### src/rtl/hex_page_scheduler.sv
// -----------------------------------------------------------------------------
// hex_page_scheduler
//   Drives the six DE1-SoC seven-segment digits. HEX4..HEX0 show one of three
//   pages (SoC output port low half, output port high half, switch input port).
//   HEX5 is a status digit (lockup > data-invalid > heartbeat). Pages advance on
//   a debounced push-button press or on an auto-rotate timer.
//
// Ports
//   CLOCK_50   in   1   system clock
//   HRESETn    in   1   asynchronous active-low reset
//   key_n      in   1   page-advance button, active-low, asynchronous
//   auto_en    in   1   auto-rotate enable, asynchronous
//   oPort      in   32  SoC output port
//   iPort      in   32  SoC input port
//   LOCKUP     in   1   CPU lockup flag
//   HEX0..HEX5 out  7   active-low segments {g,f,e,d,c,b,a}, registered
//   page       out  2   current page index 0..2, registered
// -----------------------------------------------------------------------------
module hex_page_scheduler #(
  parameter int DEBOUNCE_CYCLES = 1_000_000,
  parameter int AUTO_PERIOD     = 100_000_000,
  parameter int HB_MSB          = 25
) (
  input  logic        CLOCK_50,
  input  logic        HRESETn,
  input  logic        key_n,
  input  logic        auto_en,
  input  logic [31:0] oPort,
  input  logic [31:0] iPort,
  input  logic        LOCKUP,
  output logic [6:0]  HEX0,
  output logic [6:0]  HEX1,
  output logic [6:0]  HEX2,
  output logic [6:0]  HEX3,
  output logic [6:0]  HEX4,
  output logic [6:0]  HEX5,
  output logic [1:0]  page
);

  localparam int DB_W   = (DEBOUNCE_CYCLES > 1) ? $clog2(DEBOUNCE_CYCLES) : 1;
  localparam int AUTO_W = (AUTO_PERIOD > 1) ? $clog2(AUTO_PERIOD) : 1;
  localparam logic [DB_W-1:0]   DB_LAST   = DB_W'(DEBOUNCE_CYCLES - 1);
  localparam logic [AUTO_W-1:0] AUTO_LAST = AUTO_W'(AUTO_PERIOD - 1);

  localparam logic [6:0] SEG_BLANK = 7'h7F;
  localparam logic [6:0] SEG_L     = 7'h47;
  localparam logic [6:0] SEG_E     = 7'h06;
  localparam logic [6:0] SEG_O     = 7'h23;

  typedef enum logic [1:0] {
    ST_IDLE       = 2'd0,
    ST_PRESS_WAIT = 2'd1,
    ST_HELD       = 2'd2,
    ST_REL_WAIT   = 2'd3
  } db_state_t;

  // Hex nibble to active-low segment pattern.
  function automatic logic [6:0] hex7(input logic [3:0] nib);
    logic [6:0] seg;
    case (nib)
      4'h0: seg = 7'h40;
      4'h1: seg = 7'h79;
      4'h2: seg = 7'h24;
      4'h3: seg = 7'h30;
      4'h4: seg = 7'h19;
      4'h5: seg = 7'h12;
      4'h6: seg = 7'h02;
      4'h7: seg = 7'h78;
      4'h8: seg = 7'h00;
      4'h9: seg = 7'h10;
      4'hA: seg = 7'h08;
      4'hB: seg = 7'h03;
      4'hC: seg = 7'h46;
      4'hD: seg = 7'h21;
      4'hE: seg = 7'h06;
      4'hF: seg = 7'h0E;
      default: seg = 7'h7F;
    endcase
    return seg;
  endfunction

  logic              key_meta_r;
  logic              key_sync_r;
  logic              auto_meta_r;
  logic              auto_sync_r;
  logic [1:0]        settle_r;
  logic              armed_r;
  db_state_t         db_state_r;
  logic [DB_W-1:0]   db_cnt_r;
  logic              press_r;
  logic [AUTO_W-1:0] auto_cnt_r;
  logic [HB_MSB:0]   hb_cnt_r;
  logic [1:0]        page_r;
  logic [6:0]        hex_r [6];

  logic              auto_pulse_s;
  logic              advance_s;
  logic [1:0]        page_nxt_s;
  logic [4:0][6:0]   dig_s;
  logic [6:0]        status_s;
  logic              heartbeat_s;
  logic              unused_ok_s;

  // iPort[31:20] is never displayed.
  assign unused_ok_s = ^iPort[31:20];

  // Two-flop synchronisers; reset to the idle levels of the inputs.
  always_ff @(posedge CLOCK_50 or negedge HRESETn) begin
    if (!HRESETn) begin
      key_meta_r  <= 1'b1;
      key_sync_r  <= 1'b1;
      auto_meta_r <= 1'b0;
      auto_sync_r <= 1'b0;
    end else begin
      key_meta_r  <= key_n;
      key_sync_r  <= key_meta_r;
      auto_meta_r <= auto_en;
      auto_sync_r <= auto_meta_r;
    end
  end

  // Arming: the synchroniser holds its reset value for a few cycles, so a key
  // already held at reset release must first be seen released before any
  // press is accepted.
  always_ff @(posedge CLOCK_50 or negedge HRESETn) begin
    if (!HRESETn) begin
      settle_r <= 2'd0;
      armed_r  <= 1'b0;
    end else begin
      if (settle_r != 2'd3) begin
        settle_r <= settle_r + 2'd1;
      end else begin
        settle_r <= settle_r;
      end
      armed_r <= armed_r | ((settle_r == 2'd3) & key_sync_r);
    end
  end

  // Debounce FSM with a single stability counter and a registered press pulse.
  always_ff @(posedge CLOCK_50 or negedge HRESETn) begin
    if (!HRESETn) begin
      db_state_r <= ST_IDLE;
      db_cnt_r   <= '0;
      press_r    <= 1'b0;
    end else begin
      case (db_state_r)
        ST_IDLE: begin
          press_r  <= 1'b0;
          db_cnt_r <= '0;
          if (armed_r && !key_sync_r) begin
            db_state_r <= ST_PRESS_WAIT;
          end else begin
            db_state_r <= ST_IDLE;
          end
        end
        ST_PRESS_WAIT: begin
          if (key_sync_r) begin
            db_state_r <= ST_IDLE;
            db_cnt_r   <= '0;
            press_r    <= 1'b0;
          end else if (db_cnt_r == DB_LAST) begin
            db_state_r <= ST_HELD;
            db_cnt_r   <= '0;
            press_r    <= 1'b1;
          end else begin
            db_cnt_r   <= db_cnt_r + DB_W'(1);
            press_r    <= 1'b0;
          end
        end
        ST_HELD: begin
          press_r  <= 1'b0;
          db_cnt_r <= '0;
          if (key_sync_r) begin
            db_state_r <= ST_REL_WAIT;
          end else begin
            db_state_r <= ST_HELD;
          end
        end
        ST_REL_WAIT: begin
          press_r <= 1'b0;
          if (!key_sync_r) begin
            db_state_r <= ST_HELD;
            db_cnt_r   <= '0;
          end else if (db_cnt_r == DB_LAST) begin
            db_state_r <= ST_IDLE;
            db_cnt_r   <= '0;
          end else begin
            db_cnt_r   <= db_cnt_r + DB_W'(1);
          end
        end
        default: begin
          db_state_r <= ST_IDLE;
          db_cnt_r   <= '0;
          press_r    <= 1'b0;
        end
      endcase
    end
  end

  // Auto-rotate timer; a manual press restarts the full period.
  always_ff @(posedge CLOCK_50 or negedge HRESETn) begin
    if (!HRESETn) begin
      auto_cnt_r <= '0;
    end else if (!auto_sync_r || press_r || auto_pulse_s) begin
      auto_cnt_r <= '0;
    end else begin
      auto_cnt_r <= auto_cnt_r + AUTO_W'(1);
    end
  end

  // Free-running heartbeat counter.
  always_ff @(posedge CLOCK_50 or negedge HRESETn) begin
    if (!HRESETn) begin
      hb_cnt_r <= '0;
    end else begin
      hb_cnt_r <= hb_cnt_r + (HB_MSB + 1)'(1);
    end
  end

  // Next page: press and auto pulses in the same cycle count as one advance.
  always_comb begin
    auto_pulse_s = auto_sync_r & (auto_cnt_r == AUTO_LAST);
    advance_s    = press_r | auto_pulse_s;
    page_nxt_s   = page_r;
    if (advance_s) begin
      if (page_r == 2'd2) begin
        page_nxt_s = 2'd0;
      end else begin
        page_nxt_s = page_r + 2'd1;
      end
    end else begin
      page_nxt_s = page_r;
    end
  end

  // Digit decode uses the next page so a page change shows up with the page.
  always_comb begin
    dig_s = {5{SEG_BLANK}};
    case (page_nxt_s)
      2'd0: begin
        for (int i = 0; i < 5; i++) begin
          dig_s[i] = hex7(oPort[4*i +: 4]);
        end
      end
      2'd1: begin
        for (int i = 0; i < 3; i++) begin
          dig_s[i] = hex7(oPort[20 + 4*i +: 4]);
        end
      end
      2'd2: begin
        for (int i = 0; i < 5; i++) begin
          dig_s[i] = hex7(iPort[4*i +: 4]);
        end
      end
      default: dig_s = {5{SEG_BLANK}};
    endcase
  end

  // Status digit priority: lockup, then all-ones data, then heartbeat.
  always_comb begin
    heartbeat_s = hb_cnt_r[HB_MSB] & hb_cnt_r[HB_MSB-2];
    status_s    = SEG_BLANK;
    if (LOCKUP) begin
      status_s = SEG_L;
    end else if (oPort == 32'hFFFF_FFFF) begin
      status_s = SEG_E;
    end else if (heartbeat_s) begin
      status_s = SEG_O;
    end else begin
      status_s = SEG_BLANK;
    end
  end

  // Output registers.
  always_ff @(posedge CLOCK_50 or negedge HRESETn) begin
    if (!HRESETn) begin
      page_r <= 2'd0;
      for (int i = 0; i < 6; i++) begin
        hex_r[i] <= SEG_BLANK;
      end
    end else begin
      page_r <= page_nxt_s;
      for (int i = 0; i < 5; i++) begin
        hex_r[i] <= dig_s[i];
      end
      hex_r[5] <= status_s;
    end
  end

  assign page = page_r;
  assign HEX0 = hex_r[0];
  assign HEX1 = hex_r[1];
  assign HEX2 = hex_r[2];
  assign HEX3 = hex_r[3];
  assign HEX4 = hex_r[4];
  assign HEX5 = hex_r[5];

endmodule

### config.mk
export PLATFORM = sky130hd
export DESIGN_NAME = hex_page_scheduler
export DESIGN_NICKNAME = d
export VERILOG_FILES = /design/src/rtl/hex_page_scheduler.sv
export SDC_FILE = /design/constraint.sdc
export NUM_CORES = 1
export LEC_CHECK = 0
export BUFFER_PORTS_ARGS = -buffer_cell sky130_fd_sc_hd__buf_2
export CAP_MARGIN = 10
export CELL_PAD_IN_SITES_DETAIL_PLACEMENT = 0
export CELL_PAD_IN_SITES_GLOBAL_PLACEMENT = 1
export CORE_MARGIN = 3
export CORE_UTILIZATION = 35
export DETAILED_ROUTE_END_ITERATION = 12
export PLACE_DENSITY_LB_ADDON = 0.15
export SYNTH_ARGS = -nofsm -noshare
export SYNTH_HDL_FRONTEND = slang
export SYNTH_SLANG_ARGS = --single-unit
### constraint.sdc
create_clock -name CLOCK_50 -period 2.2 [get_ports CLOCK_50]
set_clock_uncertainty 0.05 [all_clocks]
set_input_delay 0.33 -clock CLOCK_50 [delete_from_list [all_inputs] [get_ports CLOCK_50]]
set_output_delay 0.33 -clock CLOCK_50 [all_outputs]
set_load 0.005 [all_outputs]
==> results.md <==
- Static Leak: between 5 and 6 nW
- Initial antenna violation count: 5
- Hold Path Stages: 2
- Row count: 61
- Clock buffer depth: 2
- Failing checks: negative setup slack
- Cell mode on critical path: nor4_4
- Reg2Reg Depth: 7
- Final period utilization: 103%
- Yosys cell types: 53
- Worst Path Required: about 2500 ps
- Hold Path Origin: LOCKUP
- Clock transition at the registers of the reported paths: about 60 ps
- Pwr Total: 6.47 mW
- RR Startpoint: auto_cnt_r[8]$_DFF_PN0_
- Post-route setup slack: -62.2 ps
- Endpoints failing setup: 7
- Yosys top cell area share: 20.5%
- Pin count of the biggest net entering global routing: 46
- Mean Syn Cell Area: roughly 9 um^2
- Initial core utilization: ~36%
- Die X: approximately 180 um
- HP Class: primary input to flip-flop
- Startpoint types: flip-flop
- Vias in the first global route: between 8000 and 9000
- GP Congestion: around 0.82
- Dpl cell area: around 0.011 mm^2
- Clk root buf: clkbuf_16
- Die span in y: between 150 and 200 um
- Area leader, netlist: dfrtp_1
- Slew Viols, Final: 0
- Final hold slack: just over 40 ps
- Peak fanout along the critical path: 7
- Die outline area: 0.0310 mm^2
- DR iter-0 viols: slightly above 500
- Layout Nets: 1431
- RSZ-0062 raised after global routing: yes
- First-pass GRT wire length: around 43000 um
- CTS buffer count: 17
- Vias: roughly 8400
- Fin util: about 44%
- Crit Path Category: flip-flop to flip-flop
- CP Cell Sequence: or4b_4 -> nor4_4 -> buf_6 -> a21oi_4 -> buf_12 -> mux2_4 -> nor4_4
- Via/cell ratio: a little over 5
- Worst vdd ir: between 0.0003 and 0.0004 V
- EDFF count, synth: 0
- Drt drc: 0
- GRT Resource Usage Total: between 15 and 20%
- R2r setup slk: -60 ps
- DRT antenna net count: 0
- Most used DFF post-synth: dfrtp_1
- Final instance area: 0.0125 mm^2
- Buffers & Inverters on Critical Path: 2
- Min Tclk post-route: around 2300 ps
- Status: finished, violations left
- Cell Area, Synth: 0.0101 mm^2
- Max incr delay on CP: roughly 550 ps
- Power density cells: between 500 and 600 mW/mm^2
- Worst slack at placement: -155 ps
- Layout cells sized above 1: between 20% and 30%
- Reg2reg end: HEX2[3]$_DFF_PN1_
- Setup crit end kind: flip-flop
- Final hold violations: 0
- Ports: around 110
- DR pass1 iterations: 5
- Cell with the most instances after synthesis: nor2_1
- Clock Latency Late Sink: roughly 420 ps
- Post-DP HPWL: 19500 um
- Seq cells post-synth: ~130
- Sink Count: between 100 and 150
- Syn Nets: between 1000 and 1500
- Commonest cells in the netlist: nor2_1, nand2_1, ha_1, dfrtp_1, nor3_1
- Area Growth Syn to Fin: 23.6%
- Cells after synthesis: 1124
- Worst Path Arrival: ~2600 ps
- Synth area leaders: dfrtp_1, ha_1, dfstp_2
- Port Buffers: around 100
- Max Fclk: approximately 0.44 GHz
- Core area: 0.0282 mm^2
- Max stage delay cell, worst path: or4b_4
- Max Cap Viol: 0
- CTS tree: yes
- WHS Endpoint: HEX5[5]$_DFF_PN1_
- Asr flop ratio synth: 100%
- Drt wl/cell: 16.1 um
- Number of H-tree levels: 4
- Routed wire length: 26700 um
- Crit path max-delay family: simple AND/OR/NAND/NOR gates
- Sequential cell area fraction in the yosys report: approximately a third
- Total gr overflow: 0
- Synth warn: 0
-- sequential cells by signal, indices dropped and copies added, names as in the netlist, 2 cells and up, named ones only --
register and flops:
page 2, HEX1 7, settle_r 2, hb_cnt_r 26, auto_cnt_r 27, HEX2 7, HEX3 7, HEX0 7
HEX4 7, db_cnt_r 20, HEX5 5
-- how the worst max path moves through the flow --
stage / start / endpoint / depth (start not counted)
4_1_cts: auto_cnt_r[8]$_DFF_PN0_ / HEX4[6]$_DFF_PN1_ / 9
5_1_grt: auto_cnt_r[8]$_DFF_PN0_ / HEX2[3]$_DFF_PN1_ / 7
3_5_place_dp: auto_cnt_r[8]$_DFF_PN0_ / HEX4[6]$_DFF_PN1_ / 8
3_3_place_gp: auto_cnt_r[8]$_DFF_PN0_ / HEX4[6]$_DFF_PN1_ / 8
2_1_floorplan: auto_cnt_r[8]$_DFF_PN0_ / HEX0[2]$_DFF_PN1_ / 7
6_report: auto_cnt_r[8]$_DFF_PN0_ / HEX2[3]$_DFF_PN1_ / 7
-- worst reg2reg max path, stage by stage (launching register included) --
cell     delay (ps)
dfrtp_1         380
or4b_4          550
nor4_4          160
buf_6           180
a21oi_4         120
buf_12          180
mux2_4          310
nor4_4          270
-- power breakdown --
part / internal, mW / switching [mW]
combinational: 0.412 / 0.556
sequential: 2.41 / 0.0346
clock: 1.93 / 1.12
-- cells by family (layout without fill, tap and decap cells) --
| group | Yosys count | count (layout) | synth area share [%] |
|---|---|---|---|
| simple gates | 458 | 458 | 23.2 |
| compound gates | 139 | 140 | 9.03 |
| buf+inv | 128 | 283 | 5.30 |
| flops | 125 | 125 | 31.4 |
| mux | 107 | 107 | 13.2 |
| fa+ha+maj | 95 | 95 | 11.7 |
| xor+xnor | 71 | 71 | 6.14 |
| other cells | 1 | 3 | 0.0370 |
-- layout by cell type (no fill, tap or decap), drive strengths merged, types with 42 or more instances in the layout --
cell / netlist / layout
nor3: 70 / 70
nor2: 105 / 105
dfstp: 42 / 42
dfrtp: 83 / 83
xnor2: 42 / 42
inv: 60 / 62
nand2: 104 / 104
mux2i: 57 / 57
ha: 95 / 95
buf: 24 / 184
-- final cells by class --
type	count	area (um^2)
fill	2769	15700
multi-input combinational	872	6590
sequential	125	3180
timing repair buffer	190	1400
tap	378	473
clock buffer	19	443
inverter	61	229
clock inverter	13	190
antenna	2	5.00
-- layer usage --
| layer | routed length [um] | GRT usage [%] | up-vias | share of wire [%] |
|---|---|---|---|---|
| li1 | - | - | 4226 | - |
| met1 | 13100 | 24.3 | 3996 | 49 |
| met2 | 12500 | 27.2 | 106 | 47 |
| met3 | 739 | 2.56 | 24 | 2.8 |
| met4 | 275 | 4.22 | 6 | 1.0 |
| met5 | 34 | 0 | - | 0.13 |
-- through the flow --
step	setup TNS, ps	instances
after floorplan	0	1124
after global placement	-1640	1608
after detailed placement	-2180	1608
after CTS	-230	1650
after global routing	-1600	1659
final	-190	1660
-- what timing repair did --
item	CTS	global route
gates cloned	1	5
endpoints found under the hold margin	15	0
hold buffers	3	0
gates resized for setup	12	34
setup buffers	7	3
endpoints found under the setup margin	31	59
pin swaps	2	24
No activity file was read; power rests on OpenSTA's default activity.
